[src/rtl/ds_pkg.sv]
// Shared types and helpers for the dispatch scheduler.
// Instruction class decode and FSM state encoding.
package ds_pkg;
  localparam int ALUOP_W = 9;
  localparam int CNT_W   = 5;

  typedef enum logic {
    DS_NORMAL,
    DS_SPLIT
  } ds_state_t;

  function automatic logic is_mem(
    input logic [ALUOP_W-1:0] aluop
  );
    return aluop[8];
  endfunction
endpackage

[src/rtl/ds_credit_cnt.sv]
// Credit counter: consume/release per cycle, clamped at DEPTH.
// Overflow past the ceiling sets a sticky error cleared only by reset.
module ds_credit_cnt
  import ds_pkg::*;
#(
  parameter int DEPTH = 8
) (
  input  logic             clk,
  input  logic             rst_n,
  input  logic             flush,
  input  logic [1:0]       cons,
  input  logic [1:0]       rel,
  output logic [CNT_W-1:0] cnt,
  output logic             err
);
  localparam logic [CNT_W-1:0] CEIL = CNT_W'(DEPTH);

  logic [CNT_W-1:0] sum;
  logic             over;

  always_comb begin
    sum  = cnt - {3'b000, cons} + {3'b000, rel};
    over = (sum > CEIL);
  end

  always_ff @(posedge clk or negedge rst_n) begin
    if (!rst_n) begin
      cnt <= CEIL;
      err <= 1'b0;
    end else if (flush) begin
      cnt <= CEIL;
    end else begin
      cnt <= over ? CEIL : sum;
      if (over) err <= 1'b1;
    end
  end
endmodule

[src/rtl/ds_dispatch_ctrl.sv]
// In-order dual dispatch to ALU/MEM issue queues with ROB allocation.
// Drives the DS register stall and supports split dispatch of a pair.
module ds_dispatch_ctrl
  import ds_pkg::*;
#(
  parameter int ALU_IQ_DEPTH = 8,
  parameter int MEM_IQ_DEPTH = 4,
  parameter int ROB_DEPTH    = 16,
  parameter int ROB_AW       = $clog2(ROB_DEPTH)
) (
  input  logic               clk,
  input  logic               rst_n,
  input  logic               flush,
  input  logic               ds_inst1_valid,
  input  logic [ALUOP_W-1:0] ds_inst1_aluop,
  input  logic               ds_inst2_valid,
  input  logic [ALUOP_W-1:0] ds_inst2_aluop,
  input  logic [1:0]         alu_iq_release,
  input  logic [1:0]         mem_iq_release,
  input  logic [1:0]         rob_commit,
  output logic               stall,
  output logic               disp1_valid,
  output logic               disp1_is_mem,
  output logic [ROB_AW-1:0]  disp1_rob_idx,
  output logic               disp2_valid,
  output logic               disp2_is_mem,
  output logic [ROB_AW-1:0]  disp2_rob_idx,
  output logic               credit_err
);
  ds_state_t state, state_nx;

  logic [CNT_W-1:0]  alu_cr, mem_cr, rob_free;
  logic [CNT_W-1:0]  q1, q2;
  logic [ROB_AW-1:0] rob_tail, idx2;
  logic [1:0]        alu_c, mem_c, rob_c;
  logic [1:0]        alu_r, mem_r, rob_r;
  logic              alu_e, mem_e, rob_e;
  logic              m1, m2, split, same;
  logic              ok1, ok2, d1, d2, done1, done2;

  always_comb begin
    m1    = is_mem(ds_inst1_aluop);
    m2    = is_mem(ds_inst2_aluop);
    split = (state == DS_SPLIT);
    q1    = m1 ? mem_cr : alu_cr;
    q2    = m2 ? mem_cr : alu_cr;
    ok1   = (rob_free >= 5'd1) && (q1 >= 5'd1);
    d1    = !flush && !split && ds_inst1_valid && ok1;
    // slot 2 must see what slot 1 took this cycle
    same  = d1 && (m1 == m2);
    ok2   = (rob_free >= (5'd1 + {4'b0, d1}))
         && (q2 >= (5'd1 + {4'b0, same}));
    d2    = !flush && (split || d1 || !ds_inst1_valid)
         && ds_inst2_valid && ok2;
    done1 = split || !ds_inst1_valid || d1;
    done2 = !ds_inst2_valid || d2;
    stall = !flush && !(done1 && done2);

    state_nx = DS_NORMAL;
    if (!flush && !(done1 && done2) && (d1 || split))
      state_nx = DS_SPLIT;

    alu_c = {1'b0, d1 && !m1} + {1'b0, d2 && !m2};
    mem_c = {1'b0, d1 && m1} + {1'b0, d2 && m2};
    rob_c = {1'b0, d1} + {1'b0, d2};
    alu_r = flush ? 2'd0 : alu_iq_release;
    mem_r = flush ? 2'd0 : mem_iq_release;
    rob_r = flush ? 2'd0 : rob_commit;
    idx2  = rob_tail + ROB_AW'(d1);
  end

  ds_credit_cnt #(.DEPTH(ALU_IQ_DEPTH)) u_alu (
    .clk(clk), .rst_n(rst_n), .flush(flush),
    .cons(alu_c), .rel(alu_r),
    .cnt(alu_cr), .err(alu_e)
  );

  ds_credit_cnt #(.DEPTH(MEM_IQ_DEPTH)) u_mem (
    .clk(clk), .rst_n(rst_n), .flush(flush),
    .cons(mem_c), .rel(mem_r),
    .cnt(mem_cr), .err(mem_e)
  );

  ds_credit_cnt #(.DEPTH(ROB_DEPTH)) u_rob (
    .clk(clk), .rst_n(rst_n), .flush(flush),
    .cons(rob_c), .rel(rob_r),
    .cnt(rob_free), .err(rob_e)
  );

  assign credit_err = alu_e | mem_e | rob_e;

  always_ff @(posedge clk or negedge rst_n) begin
    if (!rst_n) begin
      state         <= DS_NORMAL;
      rob_tail      <= '0;
      disp1_valid   <= 1'b0;
      disp1_is_mem  <= 1'b0;
      disp1_rob_idx <= '0;
      disp2_valid   <= 1'b0;
      disp2_is_mem  <= 1'b0;
      disp2_rob_idx <= '0;
    end else if (flush) begin
      state         <= DS_NORMAL;
      rob_tail      <= '0;
      disp1_valid   <= 1'b0;
      disp1_is_mem  <= 1'b0;
      disp1_rob_idx <= '0;
      disp2_valid   <= 1'b0;
      disp2_is_mem  <= 1'b0;
      disp2_rob_idx <= '0;
    end else begin
      state         <= state_nx;
      rob_tail      <= rob_tail + ROB_AW'(d1) + ROB_AW'(d2);
      disp1_valid   <= d1;
      disp1_is_mem  <= d1 & m1;
      disp1_rob_idx <= d1 ? rob_tail : '0;
      disp2_valid   <= d2;
      disp2_is_mem  <= d2 & m2;
      disp2_rob_idx <= d2 ? idx2 : '0;
    end
  end
endmodule

[config.mk]
export PLATFORM = sky130hd
export DESIGN_NAME = ds_dispatch_ctrl
export DESIGN_NICKNAME = d
export VERILOG_FILES = /design/src/rtl/ds_pkg.sv /design/src/rtl/ds_credit_cnt.sv /design/src/rtl/ds_dispatch_ctrl.sv
export SDC_FILE = /design/constraint.sdc
export NUM_CORES = 1
export LEC_CHECK = 0
export CORE_ASPECT_RATIO = 1.2
export CORE_MARGIN = 10
export CORE_UTILIZATION = 45
export CTS_CLUSTER_SIZE = 12
export DETAILED_ROUTE_END_ITERATION = 8
export HOLD_SLACK_MARGIN = 0.15
export PLACE_DENSITY = 0.73
export SLEW_MARGIN = 20
export SYNTH_ARGS = -nofsm -noshare
export SYNTH_HDL_FRONTEND = slang
export SYNTH_SLANG_ARGS = --single-unit
[constraint.sdc]
create_clock -name clk -period 5.09 [get_ports clk]
set_input_delay 1.527 -clock clk [delete_from_list [all_inputs] [get_ports clk]]
set_output_delay 1.527 -clock clk [all_outputs]
set_load 0.05 [all_outputs]
==> run metrics, run 1 <==
outcome finished, violations left; failing checks negative setup slack; Synth Area in Compound Gates a little under a tenth; main flop type after synthesis dfrtp_1; PortBufs 26; Post-synth ARST share 100%; met2 Use GR 23.8%; area of the core 5230 um2; sequential-to-total area share from yosys stat 36.7%; max_cap viols 0; Power Internal around 0.84 mW; final HPWL from detailed placement 4010 um; met3 Track Usage GR 3.32%; clk sinks 35; CTS tree yes; Area after DPL 3080 um2; Clock Latency Late Sink 290 ps; vias in the first global route 2033; Global Route Usage Sum roughly an eighth; Root Buffer clkbuf_8; mux cell area share after synthesis roughly 1.9%; Comb power frac 55.7%; first-pass GRT wire length about 8900 um; Power Density ~380 nW/um2; largest net degree at the start of global routing 36; RSZ-0062 raised after global routing true; initial antenna violation count 0; Final nets 370; Post-Synth Simple-Gate Area 20.0%; critical-path maximum fanout 6; Min Hold Slack 502 ps; Ports 43; HP Class register to register; std cell rows 29; CTS clk-pin slew, worst paths roughly 70 ps; register bit count reported by yosys 35; clock buffer depth 2; minimum clock period approximately 5400 ps; grt total ovfl 0; post-synthesis adder-cell area fraction 19.5%; fin crit share 106%; Final Skew 5.65 ps; Chip Width roughly 87 um; Slew Viols, Final 0; vias approximately 1900; H-tree depth 2; Starting Density 45.9%; Net Sw Power 0.477 mW; Detailed Route WL approximately 5300 um; Tot Pwr 1.32 mW; worst path arrival time 5600 ps; Setup Viol. Count Final 15; Post-synth EDFFs 0; wire per inst 14.3 um; Worst VDD drop roughly 0.00021 V; hold_buf cts 0; Crit. End Element register; Seq pwr share 24.9%; Synth Area in XOR/XNOR 6.21%; worst slew pin tran 505 ps; design area 3450 um2; met1 track demand over resource 12.9%; Synth warnings 0; die area 8660 um2; Peak Freq 186 MHz; crit path kind primary input to register; syn avg cell area 10.3 um2; area grow syn2layout 44.2%; post-synth cell types 48; CTS Buf Count 5; endpoints failing hold 0; CP Launch Type primary input; ANT nets after route 0; drc violations 0; Required @ worst endpoint between 5000 and 6000 ps; Die Height 99.9 um; largest family of logic cells by synthesized area simple AND/OR/NAND/NOR gates; Cell Area, Synth 2400 um2; utilization after layout 66.1%; RePlAce Congestion 0.799; layout cell share with drive strength beyond 1 34.5%; clock power share between 15 and 20%; initial DRC count 34; Net Sw Frac approximately 36%; Pre-antenna DRT Iters 4; post-route setup TNS -2760 ps; n_diodes 0; gr busiest metal met2; final setup margin -292 ps; Pleak ~1.6 nW; DR vias/cell 5.08; Mapped Cells 232; Rel. slew slack 66.2%
-- worst max-delay path: stages --
cell and delay (ps):
buf_6 80, nor3_2 30, nand2_1 100, and4_4 300, inv_4 60, ha_4 240, and3b_1 140, o21ai_1 60
a32o_2 270, buf_4 140, or3_4 330, fa_1 550, inv_2 50, fa_1 540, nor2_2 50, fa_2 360
a21oi_2 150, o21bai_2 80, buf_6 130, xnor2_4 150, or2_4 240
-- flip-flops by register name (all words and copies together) (netlist names) --
register and flops:
disp1_rob_idx 4, u_rob.err 1, disp2_valid 1, disp1_is_mem 1, rob_tail 4, u_alu.err 1
split 1, u_rob.cnt 5, disp2_is_mem 1, u_mem.cnt 5, disp2_rob_idx 4, disp1_valid 1
u_alu.cnt 5, u_mem.err 1
-- power groups by stage --
stage / Sequential [mW] / Clock (mW) / Combinational, mW
2_1_floorplan: 0.348 / 0 / 0.373
3_3_place_gp: 0.333 / 0 / 0.559
3_5_place_dp: 0.334 / 0 / 0.578
4_1_cts: 0.329 / 0.262 / 0.689
5_1_grt: 0.331 / 0.272 / 0.802
6_report: 0.329 / 0.256 / 0.736
-- worst paths after layout --
check                                  startpoint                    endpoint  slack [ps]  cells after the start
hold reg to reg             u_alu.err$_DFFE_PN0P_       u_alu.err$_DFFE_PN0P_         500                      2
min in group asynchronous                   rst_n  disp1_rob_idx[0]$_DFF_PN0_        1650                      2
hold / removal              u_alu.err$_DFFE_PN0P_       u_alu.err$_DFFE_PN0P_         500                      2
max in group asynchronous                   rst_n      u_rob.cnt[4]$_DFF_PN1_        3090                      2
setup reg to reg           u_rob.cnt[3]$_DFF_PN0_      u_rob.cnt[4]$_DFF_PN1_         130                     22
setup / recovery                ds_inst1_aluop[8]      u_rob.cnt[4]$_DFF_PN1_        -290                     21
-- metal layers --
metal,vias up,wire length [um]
met5,-,0
met4,0,78
met3,8,178
met2,22,2960
met1,929,2100
li1,931,-
-- timing repair --
action,in CTS,in global routing
gates resized for setup,31,14
pin swaps,32,9
buffers inserted,10,3
setup endpoints to repair,16,16
-- cell usage after synthesis (2+ instances only) --
cell type  number  area share (%)
inv_1          26             4.1
fa_1            9             7.5
and2_1          5             1.3
o21bai_1        2            0.63
dfstp_2         3             3.3
nand2_1        10             1.6
buf_6           3             1.4
nand2b_1       12             3.1
ha_1           23              12
clkbuf_1        2            0.31
nor3_1         14             2.9
nor2b_1         9             2.3
and3b_1         2            0.73
nor3b_1         3            0.94
xnor2_1         9             3.3
nor2_1         10             1.6
nand3_1         3            0.63
dfrtp_1        32              33
a21oi_1         6             1.3
xor2_1          8             2.9
o21ai_0         3            0.63
or2_2           2            0.52
or3_1           4             1.0
a21o_1          2            0.63
o31ai_1         2            0.63
mux2i_1         3             1.3
nor4_1          4             1.0
-- per-stage QoR --
stage               std cells  worst slack [ps]
CTS                       369              -329
global route              372              -424
finish                    372              -292
detailed placement        351             -1140
floorplan                 234              -531
global placement          351             -1080
-- kinds of logic after synthesis --
logic type	Yosys count
AND/OR/NAND/NOR	84
flip-flops	35
buffers and inverters	33
adder cells (fa/ha/maj)	32
AO/OA/AOI/OAI	26
XOR/XNOR	17
multiplexers	4
other	1
-- placed cells by master, fill, tap and decap left out, types with 5 or more instances in the layout --
| master | count |
|---|---|
| clkbuf_8 | 6 |
| clkdlybuf4s50_1 | 21 |
| buf_4 | 45 |
| xnor2_1 | 5 |
| fa_1 | 5 |
| xor2_1 | 7 |
| and2_1 | 5 |
| nor3_1 | 9 |
| inv_1 | 24 |
| nand2_1 | 10 |
| ha_1 | 22 |
| nor2b_1 | 9 |
| nor2_1 | 7 |
| dfrtp_1 | 32 |
| nand2b_1 | 10 |
-- area by class of cell --
type,count,area [um2]
Tap cell,62,77.6
Timing Repair Buffer,74,652
Inverter,27,104
Sequential cell,35,880
Clock inverter,2,35.0
Clock buffer,6,82.6
Multi-Input combinational cell,166,1620
Fill cell,407,1770
Note: power is estimated with default switching activity, not from simulation.
==> inputs of run 2 (changes only) <==
Settings changed: REMOVE_ABC_BUFFERS set to 1.
==> run metrics, run 2 (synthesis gave the netlist of run 1 again) <==
outcome finished, violations left; failing checks negative setup slack; CTS Buf Count 5 (unchanged); RSZ-0062 raised after global routing true; crit path kind primary input to register; CP Launch Type primary input; hold depth 2 (unchanged); Final nets 378 (+2.2%); Die Height 99.9 um (unchanged); RePlAce Congestion 0.806 (+0.78%); DR vias/cell 5.29 (+4.2%); die area 8660 um2 (unchanged); critical-path maximum fanout 3 (-3); largest net degree at the start of global routing 36 (unchanged); n_diodes 0 (unchanged); layout cell share with drive strength beyond 1 36.8% (+2.3 points); Chip Width 86.6 um (unchanged); initial antenna violation count 0 (unchanged); Starting Density 45.9% (unchanged); Setup Viol. Count Final 15 (unchanged); Root Buffer clkbuf_8; hold_buf cts 0 (unchanged); commonest cells after routing, fill and taps aside 52 x buf_4, 32 x dfrtp_1, 24 x inv_1; Clock Latency Late Sink 300 ps (about the same); Crit. End Element register; most common cell after layout, fill and taps aside buf_4; Crit path depth 21 (unchanged); Rel. slew slack 66.3% (about the same); Reg2Reg Depth 22 (unchanged); CP delay by family, top adder cells; std cell rows 29 (unchanged); ANT nets after route 0 (unchanged); Required @ worst endpoint 5270 ps (-30 ps); Multi-input gate area 1650 um2 (+1.8%); crit path cell chain buf_8 -> nand2b_4 -> nor2_4 -> and4_4 -> buf_6 -> nand2_4 -> ha_4 -> nand2b_4 -> a21oi_2 -> a32o_2 -> buf_6 -> or3_4 -> fa_1 -> inv_2 -> fa_1 -> nor2_2 -> fa_2 -> a21oi_2 -> o21bai_2 -> and3b_1 -> o32a_1; Pre-antenna DRT Iters 4 (unchanged); WP buf/inv 4 (-1); Detailed Route WL 6080 um (+15%); clk sinks 35 (unchanged); vias 2011 (+6.4%); Ports 43 (unchanged); drc violations 0 (unchanged); FF/Latch Area 880 um2 (unchanged); Power Internal 0.820 mW (-2.8%); fin crit share 107% (+1.1 points); initial DRC count 77 (+130%); first-pass GRT wire length 10000 um (+13%); design area 3550 um2 (+2.7%); Power Density 368 nW/um2 (-3.7%); dpl ws -1480 ps (-344 ps); Peak Freq 184 MHz (-1.1%); Slew Viols, Final 0 (unchanged); Global Route Usage Sum 14.0% (+1.4 points); Min Hold Slack 502 ps (+0.245 ps); Net Sw Power 0.486 mW (+2.1%); PortBufs 26 (unchanged); Worst VDD drop 0.000199 V (-4.2%); wire per inst 16.0 um (+12%); HP Class register to register; grt total ovfl 0 (unchanged); clock buffer depth 2 (unchanged); Tot Pwr 1.31 mW (-1.0%); max_cap viols 0 (unchanged); Pleak 1.66 nW (+3.8%); H-tree depth 2 (unchanged); Area after DPL 2990 um2 (-3.0%); final HPWL from detailed placement 4010 um (-0.15%); Final Skew 12.2 ps (+6.55 ps); area of the core 5230 um2 (unchanged); CTS tree yes; worst path arrival time 5620 ps (+20 ps); Seq pwr share 25.2% (+0.3 points); final setup margin -350 ps (-58.3 ps); Slowest-stage cell, CP fa_1; slowest stage delay, CP 550 ps (about the same); vias in the first global route 2185 (+7.5%); Largest regs u_alu.cnt x5, u_mem.cnt x5, u_rob.cnt x5; post-route setup TNS -4380 ps (-1620 ps); worst slew pin tran 505 ps (-0.240 ps); CTS clk-pin slew, worst paths 80 ps (about the same); endpoints failing hold 0 (unchanged); minimum clock period 5440 ps (+58.3 ps); clock power share 19.8% (+0.4 points); Net Sw Frac 37.2% (+1.1 points); Layout fillers 373 (-8.4%); area grow syn2layout 48.1%; Comb power frac 55.0% (-0.7 points)
## run 2: changes by cell type in the layout (fill, tap and decap cells not counted), sizes merged
cell and change:
dlygate4sd2 -1, buf +8, clkdlybuf4s15 +1, clkbuf -1, inv +1
## run 2: repair_timing
item / 4_1_cts / 5_1_grt
gates resized for setup: 64 / 14
pin swaps: 38 / 21
setup buffers: 15 / 5
endpoints found under the setup margin: 16 / 16
## run 2: per-layer routing
layer	up-vias	part of all wire, %	global-route usage, %
met5	-	0	0
met4	0	1.9	4.99
met3	13	4.6	2.67
met2	53	54	25.6
met1	993	39	15.7
li1	952	-	-
## run 2: power groups by stage
stage	clock network, mW	registers, mW	logic, mW
final	0.259	0.330	0.718
after global routing	0.276	0.333	0.785
after CTS	0.263	0.329	0.647
after detailed placement	0	0.334	0.539
after global placement	0	0.333	0.521
after floorplan	0	0.348	0.320
## run 2: cell type report
cell class | instances | share of cell area (%)
sequential | 35 | 24.8
clock buffer | 5 | 1.94
timing repair buffer | 82 | 20.2
clock inverter | 3 | 1.34
inverter | 27 | 2.93
tap | 62 | 2.19
multi-input combinational | 166 | 46.6
## run 2: path summary, 6_finish.rpt
kind	start	end	slack (ps)
min in group asynchronous	rst_n	rob_tail[2]$_DFF_PN0_	1630
max in group asynchronous	rst_n	u_alu.cnt[3]$_DFF_PN1_	3090
setup reg to reg	u_rob.cnt[3]$_DFF_PN0_	u_rob.err$_DFFE_PN0P_	90
setup / recovery	ds_inst1_valid	u_rob.err$_DFFE_PN0P_	-350
hold reg to reg	u_alu.err$_DFFE_PN0P_	u_alu.err$_DFFE_PN0P_	500
hold / removal	u_alu.err$_DFFE_PN0P_	u_alu.err$_DFFE_PN0P_	500
## run 2: stage by stage
step,instances,utilization (%)
final,380,67.9
after global routing,380,67.9
after CTS,375,65.8
after detailed placement,354,57.2
after global placement,354,57.2
after floorplan,228,-
## run 2: worst reg2reg max path: cells and delay by family (launching register included)
kind | cells | cell delay (ps)
adder cells (fa/ha/maj) | 5 | 1910
AND/OR/NAND/NOR | 7 | 1110
AO/OA/AOI/OAI | 6 | 1090
buffers and inverters | 4 | 410
flip-flops | 1 | 360
